==> src/rtl/shift_pattern_controller.sv <==
// LED pattern sequencer: owns the pattern register and steps it per prescaled tick
// in one of four modes (fill, rotate, bounce, hold) selected by debounced-edge buttons.
module shift_pattern_controller #(
  parameter int WIDTH = 12,
  parameter int DIV_W = 23
) (
  input  logic             clk,
  input  logic             reset_n,
  input  logic             btn_data,
  input  logic             btn_mode,
  input  logic             btn_clear,
  input  logic [1:0]       speed,
  output logic [WIDTH-1:0] pattern,
  output logic [1:0]       mode,
  output logic             tick
);

  typedef enum logic [1:0] {
    FILL   = 2'd0,
    ROTATE = 2'd1,
    BOUNCE = 2'd2,
    HOLD   = 2'd3
  } mode_t;

  typedef enum logic {
    DOWN = 1'b0,
    UP   = 1'b1
  } dir_t;

  localparam logic [WIDTH-1:0] DOT = {1'b1, {(WIDTH-1){1'b0}}};

  logic [DIV_W-1:0] cnt;
  logic [DIV_W-1:0] tick_mask;
  // Per button: [0]=first sync flop, [1]=synchronized level, [2]=delayed copy for edge detect.
  logic [2:0]       data_sync;
  logic [2:0]       mode_sync;
  logic [2:0]       clear_sync;
  mode_t            state;
  mode_t            next_state;
  dir_t             dir;
  logic             tick_c;
  logic             mode_rise;
  logic             clear_rise;
  logic             data_s;

  // Faster speeds compare fewer low bits of the same counter, so a speed change takes effect at once.
  assign tick_mask  = {DIV_W{1'b1}} >> speed;
  assign tick_c     = ((cnt & tick_mask) == '0);
  assign data_s     = data_sync[1];
  assign mode_rise  = mode_sync[1] & ~mode_sync[2];
  assign clear_rise = clear_sync[1] & ~clear_sync[2];
  assign mode       = state;

  // NOTE: every output of an always_comb gets a default first, so no path can infer a latch.
  always_comb begin
    next_state = FILL;
    case (state)
      FILL:    next_state = ROTATE;
      ROTATE:  next_state = BOUNCE;
      BOUNCE:  next_state = HOLD;
      HOLD:    next_state = FILL;
      default: next_state = FILL;
    endcase
  end

  // NOTE: state is updated with non-blocking assignments only, so every flop samples pre-edge values.
  always_ff @(posedge clk) begin
    if (!reset_n) begin
      cnt        <= '0;
      tick       <= 1'b0;
      data_sync  <= '0;
      mode_sync  <= '0;
      clear_sync <= '0;
      state      <= FILL;
      dir        <= DOWN;
      pattern    <= '0;
    end else begin
      cnt        <= cnt + 1'b1;
      tick       <= tick_c;
      data_sync  <= {data_sync[1:0], btn_data};
      mode_sync  <= {mode_sync[1:0], btn_mode};
      clear_sync <= {clear_sync[1:0], btn_clear};

      // Priority: mode change, then clear, then the per-tick step.
      if (mode_rise) begin
        state <= next_state;
        if (next_state == BOUNCE) begin
          pattern <= DOT;
          dir     <= DOWN;
        end else if (clear_rise) begin
          pattern <= '0;
        end
      end else if (clear_rise) begin
        if (state == BOUNCE) begin
          pattern <= DOT;
          dir     <= DOWN;
        end else begin
          pattern <= '0;
        end
      end else if (tick_c) begin
        case (state)
          FILL:   pattern <= {data_s, pattern[WIDTH-1:1]};
          ROTATE: pattern <= {pattern[0], pattern[WIDTH-1:1]};
          BOUNCE: begin
            // Turn around on reaching an endpoint so each end is lit for exactly one tick.
            if (dir == DOWN) begin
              if (pattern[0]) begin
                dir     <= UP;
                pattern <= pattern << 1;
              end else begin
                pattern <= pattern >> 1;
              end
            end else begin
              if (pattern[WIDTH-1]) begin
                dir     <= DOWN;
                pattern <= pattern >> 1;
              end else begin
                pattern <= pattern << 1;
              end
            end
          end
          default: pattern <= pattern;
        endcase
      end
    end
  end

endmodule

==> config.mk <==
export PLATFORM = sky130hd
export DESIGN_NAME = shift_pattern_controller
export DESIGN_NICKNAME = d
export VERILOG_FILES = /design/src/rtl/shift_pattern_controller.sv
export SDC_FILE = /design/constraint.sdc
export NUM_CORES = 1
export LEC_CHECK = 0
export ABC_AREA = 1
export BUFFER_PORTS_ARGS = -buffer_cell sky130_fd_sc_hd__clkbuf_2
export CORE_MARGIN = 4
export CORE_UTILIZATION = 50
export CTS_BUF_LIST = sky130_fd_sc_hd__clkbuf_2 sky130_fd_sc_hd__clkbuf_4 sky130_fd_sc_hd__clkbuf_8
export DETAILED_ROUTE_END_ITERATION = 10
export PLACE_DENSITY = 0.69
export REMOVE_ABC_BUFFERS = 1
export SLEW_MARGIN = 15
export SYNTH_ARGS = -nofsm -noshare
export SYNTH_HDL_FRONTEND = slang
export SYNTH_SLANG_ARGS = --single-unit
==> constraint.sdc <==
create_clock -name clk -period 2.2 [get_ports clk]
set_input_delay 0.22 -clock clk [delete_from_list [all_inputs] [get_ports clk]]
set_output_delay 0.22 -clock clk [all_outputs]
set_load 0.1 [all_outputs]
* Word level (Yosys, flattened, before mapping)
Cells that the tools add are included.
** Word-level totals
- Output and inout bits :: 15
- Bits of input ports :: 7
- Logic and storage cells :: 48
- Register bits :: 47
** Operators by class
- Bitwise logic cells :: 5
- Reduce and logical (&&, ||, !) cells :: 7
- Eq/ne operators :: 6
- Shift-type cells :: 1
- Muxes and demuxes :: 20
- Add/sub/neg operators :: 1
** Operators by type and width (number)
- two-way mux 12 bit :: 9
- one-hot mux 12 bit (3 select lines) :: 1
- adder 23 x 1 -> 23 bit, second input constant :: 1
- bitwise AND 23 bit :: 1
- logical NOT 23 bit :: 1
- right shift 23 x 2 -> 23 bit, first input constant :: 1
- two-way mux 1 bit :: 9
- one-hot mux 2 bit (4 select lines) :: 1
- == test 2 bit, second input constant :: 3
- AND reduction 3 bit :: 2
- nonzero test 5 bit :: 1
- inequality test 3 x 1 -> 1 bit, second input constant :: 1
- nonzero test 3 bit :: 1
- bitwise AND 1 bit :: 2
- == test 2 x 1 -> 1 bit, second input constant :: 1
- logical NOT 2 bit :: 1
- inequality test 2 x 1 -> 1 bit, second input constant :: 1
- NOT 1 bit :: 2
- nonzero test 2 bit :: 1

* Depth between registers and ports, before layout
Gate-level depths: netlist (run 1).
- Depth after elaboration :: 6
- Mapped depth :: 11

* Worst setup path after synthesis (run 1)
Ideal clock, no wire load.
- Path type :: reg-to-reg
- From :: register state[0], in the netlist mode[0]
- To :: register pattern[4]
- Period minus slack after synthesis :: 2.418 ns
- Cell stages (with the launch flop) :: 12
- Data required time :: 2.072 ns
- Arrival :: 2.290 ns
- Path slack :: -0.218 ns
- Cell sequence :: dfxtp_1 -> inv_1 -> ha_1 -> inv_1 -> nor2_1 -> nand3_1 -> nand3_1 -> nand2_1 -> nand2_1 -> nand3_1 -> nand2_1 -> nor2_1
** On the way
- Cells in the longest elaborated chain, start to end :: 5
- Elaborated cells on any way between the ends :: 14
- Those cells by class :: 5 x eq/ne; 6 x mux; 3 x reduce/logical
** RTL lines
- start, declared :: line 38 : mode_t state;
- start signal, assigned :: line 86 : state <= next_state;
- == test 2 bit, or another cell as far along :: line 57 : case (state)
- one-hot mux 2 bit (4 select lines) (*) :: line 57
- named net next_state[1] :: line 39 : mode_t next_state;
- == test 2 bit (*) :: line 87 : if (next_state == BOUNCE) begin
- inequality test 3 x 1 -> 1 bit (no line) or two-way mux 12 bit (tied branches)
- AND reduction 3 bit (no line) or two-way mux 12 bit (tied branches)
- end signal, assigned :: line 102 : FILL: pattern <= {data_s, pattern[WIDTH-1:1]};
- end signal, assigned :: line 103 : ROTATE: pattern <= {pattern[0], pattern[WIDTH-1:1]};
- end signal, assigned :: line 109 : pattern <= pattern << 1;
- end, declared :: line 13 : output logic [WIDTH-1:0] pattern,
Mark *: on every way through the listed nets, which the timed path passes. The rest lies on a longest branch. The select of a mux whose other input is x is not followed.
A chain may end at the register's enable or synchronous reset.

* Worst setup path after layout (run 1)
- From :: register state[0], in the netlist mode[0]
- To :: register pattern[9]
Same word-level chain as after synthesis.

==> results of run 1 <==
==> report_power, final <==
| group | total [mW] | switching (mW) | internal, mW |
|---|---|---|---|
| Sequential | 0.952 | 0.0513 | 0.901 |
| Clock | 0.655 | 0.287 | 0.368 |
| Combinational | 0.615 | 0.473 | 0.141 |
| Total | 2.22 | 0.812 | 1.41 |
==> synthesized netlist by cell type (2+ instances only) <==
master / number
nor2_1: 46
o21a_1: 2
nor2_2: 2
nor3_2: 2
or2_2: 3
nand4_1: 6
dfxtp_1: 47
nand3b_1: 5
nor3_1: 12
clkbuf_1: 4
xor2_1: 2
inv_1: 46
nand3_1: 35
nand2_1: 116
a21oi_1: 29
or3_1: 2
buf_2: 4
o21ai_0: 9
ha_1: 6
==> kinds of logic after synthesis <==
family                     after synthesis  share of synthesized area [%]
and+or+nand+nor                        235                           40.5
buffers and inverters                   56                           8.91
DFF                                     47                           37.0
AOI/OAI and AO/OA                       44                           9.55
adders and majority gates                6                           2.95
xor gates and xnor gates                 3                           1.03
==> how the worst min path moves through the flow <==
| stage | slack, ps | startpoint | endpoint | depth (start not counted) |
|---|---|---|---|---|
| after floorplan | 310 | reset_n | clear_sync[0]$_SDFF_PN0_ | 2 |
| after global placement | 400 | mode_sync[0]$_SDFF_PN0_ | mode_sync[1]$_SDFF_PN0_ | 2 |
| final | 100 | btn_mode | mode_sync[0]$_SDFF_PN0_ | 3 |
| after global routing | 100 | btn_data | data_sync[0]$_SDFF_PN0_ | 3 |
| after detailed placement | 400 | clear_sync[0]$_SDFF_PN0_ | clear_sync[1]$_SDFF_PN0_ | 2 |
| after CTS | 90 | btn_mode | mode_sync[0]$_SDFF_PN0_ | 3 |
==> state kept, by name, summed over array words and instances (netlist names) <==
name and flops:
clear_sync 3, mode_sync 3, tick 1, dir 1, data_sync 2, mode 2, pattern 12, cnt 23
==> layout make-up <==
class	instances	area, sq um
multi-input combinational	288	1370
tap	67	83.8
fill	509	1990
sequential	47	941
timing repair buffer	26	143
inverter	46	173
clock inverter	2	35.0
clock buffer	6	82.6
==> worst max-delay path: stages (launching register included) <==
cell and delay, ps:
dfxtp_1 390, inv_1 100, ha_1 360, inv_1 90
nor2_1 130, nand3_1 220, nand3_1 150, nand2_1 50
nand2_1 50, nand3_1 70, nand2_1 80, nor2_1 40
==> metal layers <==
metal | GRT usage, % | up-vias | share of wire [%]
met5 | 0 | - | 0
met4 | 7.73 | 0 | 0.94
met2 | 32.3 | 46 | 49
met3 | 3.06 | 6 | 4.4
met1 | 22.6 | 1063 | 46
li1 | - | 1289 | -
==> metrics by stage <==
stage | instances | hold WS [ps]
2_1_floorplan | 381 | 313
3_3_place_gp | 474 | 395
3_5_place_dp | 474 | 404
4_1_cts | 482 | 91.8
5_1_grt | 482 | 97.5
6_report | 482 | 97.5
==> run_results.csv, run 1 <==
group,metric,value,unit
global_route,grt_pass1_wl,9380,microns
placement,post-place-ws,349,ps
setup_path,crit_start,"mode[0]$_SDFFE_PN0P_",
setup_path,endpoint_kind,"flop",
finish,finalInstanceArea,2830,sq um
synth,yosysUniqueCellTypes,32,
timing,slew_violations,0,
synth,yosys_register_bits,47,
setup_path,timing.critical_path.to,"pattern[9]$_SDFFE_PN0P_",
power,p_total,2.22,mW
global_route,gr-usage-all-layers,18.6,%
timing,skew,9.89,ps
power,ir_worst_vdd,485,uV
routing,drt_iter0_drc,114,
finish,area_delta_synth_final,11.4,%
placement,dp_hpwl,4000,microns
floorplan,dieArea,6290,sq um
finish,fin_util,58.8,%
cts,cts_tree,"yes",
timing,hold_viol,0,
setup_path,rrSetupSlack,310,ps
floorplan,num_rows,25,
setup_path,critical_path_class,"flop to flop",
cts,cts_resized,0,
setup_path,critPathMaxFanout,6,
global_route,grt_start_max_net_pins,26,
job,maxCapViolCount,0,
finish,final_common_cell,"nand2_1",
routing,drc,0,
synth,ys_warn_count,0,
global_route,grt_overflow,0,
floorplan,design.core.area,4820,sq um
timing,postLayoutSetupSlackWorst,308,ps
routing,dr.pass1.iters,4,
placement,placed_area,2710,sq um
floorplan,start_util,52.8,%
global_route,antenna_found_initial,0,
setup_path,r2r_end,"pattern[9]$_SDFFE_PN0P_",
placement,place_congestion,0.883,
synth,async_reset_ff_share,0,%
timing,rsz0062_at_grt,"false",
synth,synth_area_leaders,"dfxtp_1 (37%), nand2_1 (17%), nand3_1 (6.9%), inv_1 (6.8%), nor2_1 (6.8%)",
finish,num_antenna_cells,0,
setup_path,timing.rr.start,"mode[0]$_SDFFE_PN0P_",
setup_path,cp_data_required_time,2360,ps
routing,antenna_left,0,
cts,cts_buffer_depth,2,
status,status,"finished, final reports clean",
finish,final_cell_mix,"nand2_1 (116), dfxtp_1 (47), inv_1 (46), nor2_1 (46), nand3_1 (35)",
timing,fmax,529,MHz
cts,cts-root-buf,"clkbuf_8",
setup_path,r2r_cells,11,
timing,max_slew_margin,48.2,%
synth,synth.largest_area_cell,"dfxtp_1",
setup_path,critical_path_arrival,2050,ps
cts,cts_hold_buf,0,
synth,syn_area,2540,sq um
timing,post-route-period-util,86.0,%
finish,drive_gt1_share,10.8,%
synth,synth_top_area_share,37.0,%
routing,viasPerCell,4.99,
global_route,grt_pass1_vias,2157,
timing,worstMarginPinSlew,776,ps
setup_path,cp-start-kind,"flop",
cts,clkTransAtPathRegs,90,ps
timing,tns,0,ps
placement,portBuffers,21,
cts,post_cts_buffers,0,
cts,htree_levels,2,
timing,setup_violations,0,
timing,min_period,1890,ps
power,power_leakage,1.30,nW
finish,nets,427,
power,p_per_area,785,nW/um^2
synth,synth_edf_count,0,
floorplan,fp.dieH,79.3,microns
synth,synth_ff_type,"dfxtp_1",
floorplan,die_w,79.3,microns
cts,cts_made_buffers,5,
routing,detail_route.wl_per_cell,11.3,microns
cts,cts_sinks,47,
synth,ys_seq_area_share,37.0,%
worst_hold_path,hold_path.class,"input port to flop",
synth,syn_inst,391,
floorplan,pin_count,22,
routing,vias,2404,
synth,synth_area_per_cell,6.50,sq um
cts,insertion_delay,300,ps
routing,wl,5430,microns
Power figures use the tool's default switching activity.
==> run 2, diff against run 1 <==
Settings changed: MAX_ROUTING_LAYER set to met4.
==> run 2 against run 1 <==
  * Critical path depth stayed put
  * Clock skew hardly changed
  * Final area unchanged
  * Combinational power about the same
  * Worst hold slack lost 4.3 ps
  * Clock-buffer cell count unchanged
  * Total power grew 0.16%
  * First-iteration DRC count up 4.4%
  * Global-route usage up 0.50 points
==> run_results.csv, run 2 (synthesized netlist as in run 1, its figures left out) <==
group,metric,value,unit
status,status,"finished, final reports clean",
routing,drc,0,
setup_path,critPathMaxStageDelay,390,ps
job,maxCapViolCount,0,
setup_path,critical_path_arrival,2060,ps
floorplan,dieArea,6290,sq um
setup_path,cp-start-kind,"flop",
power,power_frac_clock,29.5,%
routing,vias,2392,
setup_path,endpoint_kind,"flop",
finish,top_regs,"cnt x23, pattern x12",
finish,fillerInstances,509,
setup_path,cp_data_required_time,2360,ps
floorplan,die_w,79.3,microns
routing,wl_met3,189,microns
power,switching_power,815,uW
global_route,antenna_found_initial,0,
floorplan,start_util,52.8,%
finish,final_cells,482,
finish,largest_reg_flops,23,
setup_path,critical_path_buf_inv_count,2,
routing,antenna_left,0,
floorplan,design.core.area,4820,sq um
placement,dp_cells,474,
finish,final_cell_mix,"nand2_1 (116), dfxtp_1 (47), inv_1 (46), nor2_1 (46), nand3_1 (35)",
worst_hold_path,hold_path.class,"input port to flop",
setup_path,r2r_cells,11,
power,switching_share,36.6,%
power,seq_power_share,42.8,%
global_route,gr-usage-all-layers,19.1,%
global_route,grt_start_max_net_pins,26,
finish,seq_area,941,sq um
timing,hold_slack,93.3,ps
routing,wl_met2,2660,microns
timing,hold_viol,0,
power,p_comb_share,27.7,%
cts,cts-root-buf,"clkbuf_8",
timing,post-route-period-util,86.2,%
global_route,grt_pass1_vias,2159,
floorplan,fp.dieH,79.3,microns
timing,min_period,1900,ps
finish,drive_gt1_share,10.8,%
finish,final_common_cell,"nand2_1",
finish,multiInputGateArea,1370,sq um
power,power_leakage,1.30,nW
cts,cts_tree,"yes",
cts,cts_hold_buf,0,
setup_path,crit_slowest_cell,"dfxtp_1",
floorplan,num_rows,25,
finish,area_delta_synth_final,11.4,%
power,p_int,1.41,mW
routing,dr.pass1.iters,4,
cts,post_cts_buffers,0,
routing,dr.max_layer_used,"met4",
timing,worstMarginPinSlew,784,ps
setup_path,critical_path_class,"flop to flop",
routing,viasPerCell,4.96,
setup_path,critical_path_depth,11,
placement,place_congestion,0.898,
cts,cts_made_buffers,5,
cts,htree_levels,2,
placement,dp_hpwl,4000,microns
power,p_per_area,786,nW/um^2
timing,slew_violations,0,
setup_path,cp_cell_sequence,"inv_1, ha_1, inv_1, nor2_1, nand3_1, nand3_1, nand2_1, nand2_1, nand3_1, nand2_1, nor2_1",
finish,nets,427,
cts,cts_buffer_depth,2,
timing,setup_violations,0,
timing,skew,9.99,ps
finish,num_antenna_cells,0,
power,ir_worst_vdd,485,uV
timing,max_slew_margin,47.7,%
global_route,grt_pass1_wl,9370,microns
routing,drt_iter0_drc,119,
timing,fmax,527,MHz
floorplan,pin_count,22,
worst_hold_path,min_path_cells,3,
cts,insertion_delay,300,ps
routing,met1_length,2500,microns
finish,regMostFlops,"cnt",
cts,cts_sinks,47,
setup_path,critPathMaxFanout,6,
global_route,grt_overflow,0,
routing,detail_route.wl_per_cell,11.3,microns
placement,portBuffers,21,
timing,rsz0062_at_grt,"false",
routing,wl,5440,microns
setup_path,cp_top_family,"simple AND/OR/NAND/NOR gates",
cts,clkTransAtPathRegs,90,ps
cts,cts_resized,0,
-- run 2: cell counts in the layout (fill, tap and decap cells not counted) --
No cell type changed its count.
-- run 2: layer usage --
metal  up-vias  track usage (%)
met2        34             32.3
met1      1060             22.6
met4         0             7.73
met3         9             3.06
li1       1289                -
met5         -                -
-- run 2: worst paths after layout --
check                                 from                       end  slack (ps)
setup / recovery      mode[0]$_SDFFE_PN0P_   pattern[9]$_SDFFE_PN0P_         300
hold / removal                    btn_mode   mode_sync[0]$_SDFF_PN0_          90
setup reg to reg      mode[0]$_SDFFE_PN0P_   pattern[9]$_SDFFE_PN0P_         300
hold reg to reg   clear_sync[0]$_SDFF_PN0_  clear_sync[1]$_SDFF_PN0_         410
-- run 2: final cells by class --
| class | count | share of cell area, % |
|---|---|---|
| flip-flops and latches | 47 | 33.2 |
| repair buffers | 26 | 5.04 |
| inverters | 46 | 6.10 |
| multi-input cells | 288 | 48.5 |
| clock inverters | 2 | 1.24 |
| well taps | 67 | 2.96 |
| clock buffers | 6 | 2.92 |
-- run 2: worst register-to-register path, stage by stage (launching register included) --
cell,delay (ps)
dfxtp_1,390
inv_1,100
ha_1,360
inv_1,90
nor2_1,140
nand3_1,220
nand3_1,150
nand2_1,50
nand2_1,50
nand3_1,70
nand2_1,80
nor2_1,40
-- run 2: per-stage QoR --
| stage | setup TNS (ps) | total power, mW | utilization (%) | instance area (sq um) | worst slack (ps) |
|---|---|---|---|---|---|
| after CTS | 0 | 2.24 | 58.8 | 2830 | 335 |
| after detailed placement | 0 | 1.59 | 56.3 | 2710 | 349 |
| after global routing | 0 | 2.34 | 58.8 | 2830 | 101 |
| final | 0 | 2.23 | 58.8 | 2830 | 303 |
| after global placement | 0 | 1.58 | 56.3 | 2710 | 424 |
| after floorplan | -2690 | 1.46 | - | 2490 | -291 |
-- run 2: power by group through the flow --
| stage | Sequential [mW] | Combinational (mW) | Clock (mW) |
|---|---|---|---|
| global route | 0.960 | 0.663 | 0.715 |
| CTS | 0.951 | 0.617 | 0.671 |
| detailed placement | 0.971 | 0.615 | 0 |
| finish | 0.952 | 0.616 | 0.657 |
| floorplan | 1.24 | 0.228 | 0 |
| global placement | 0.970 | 0.611 | 0 |
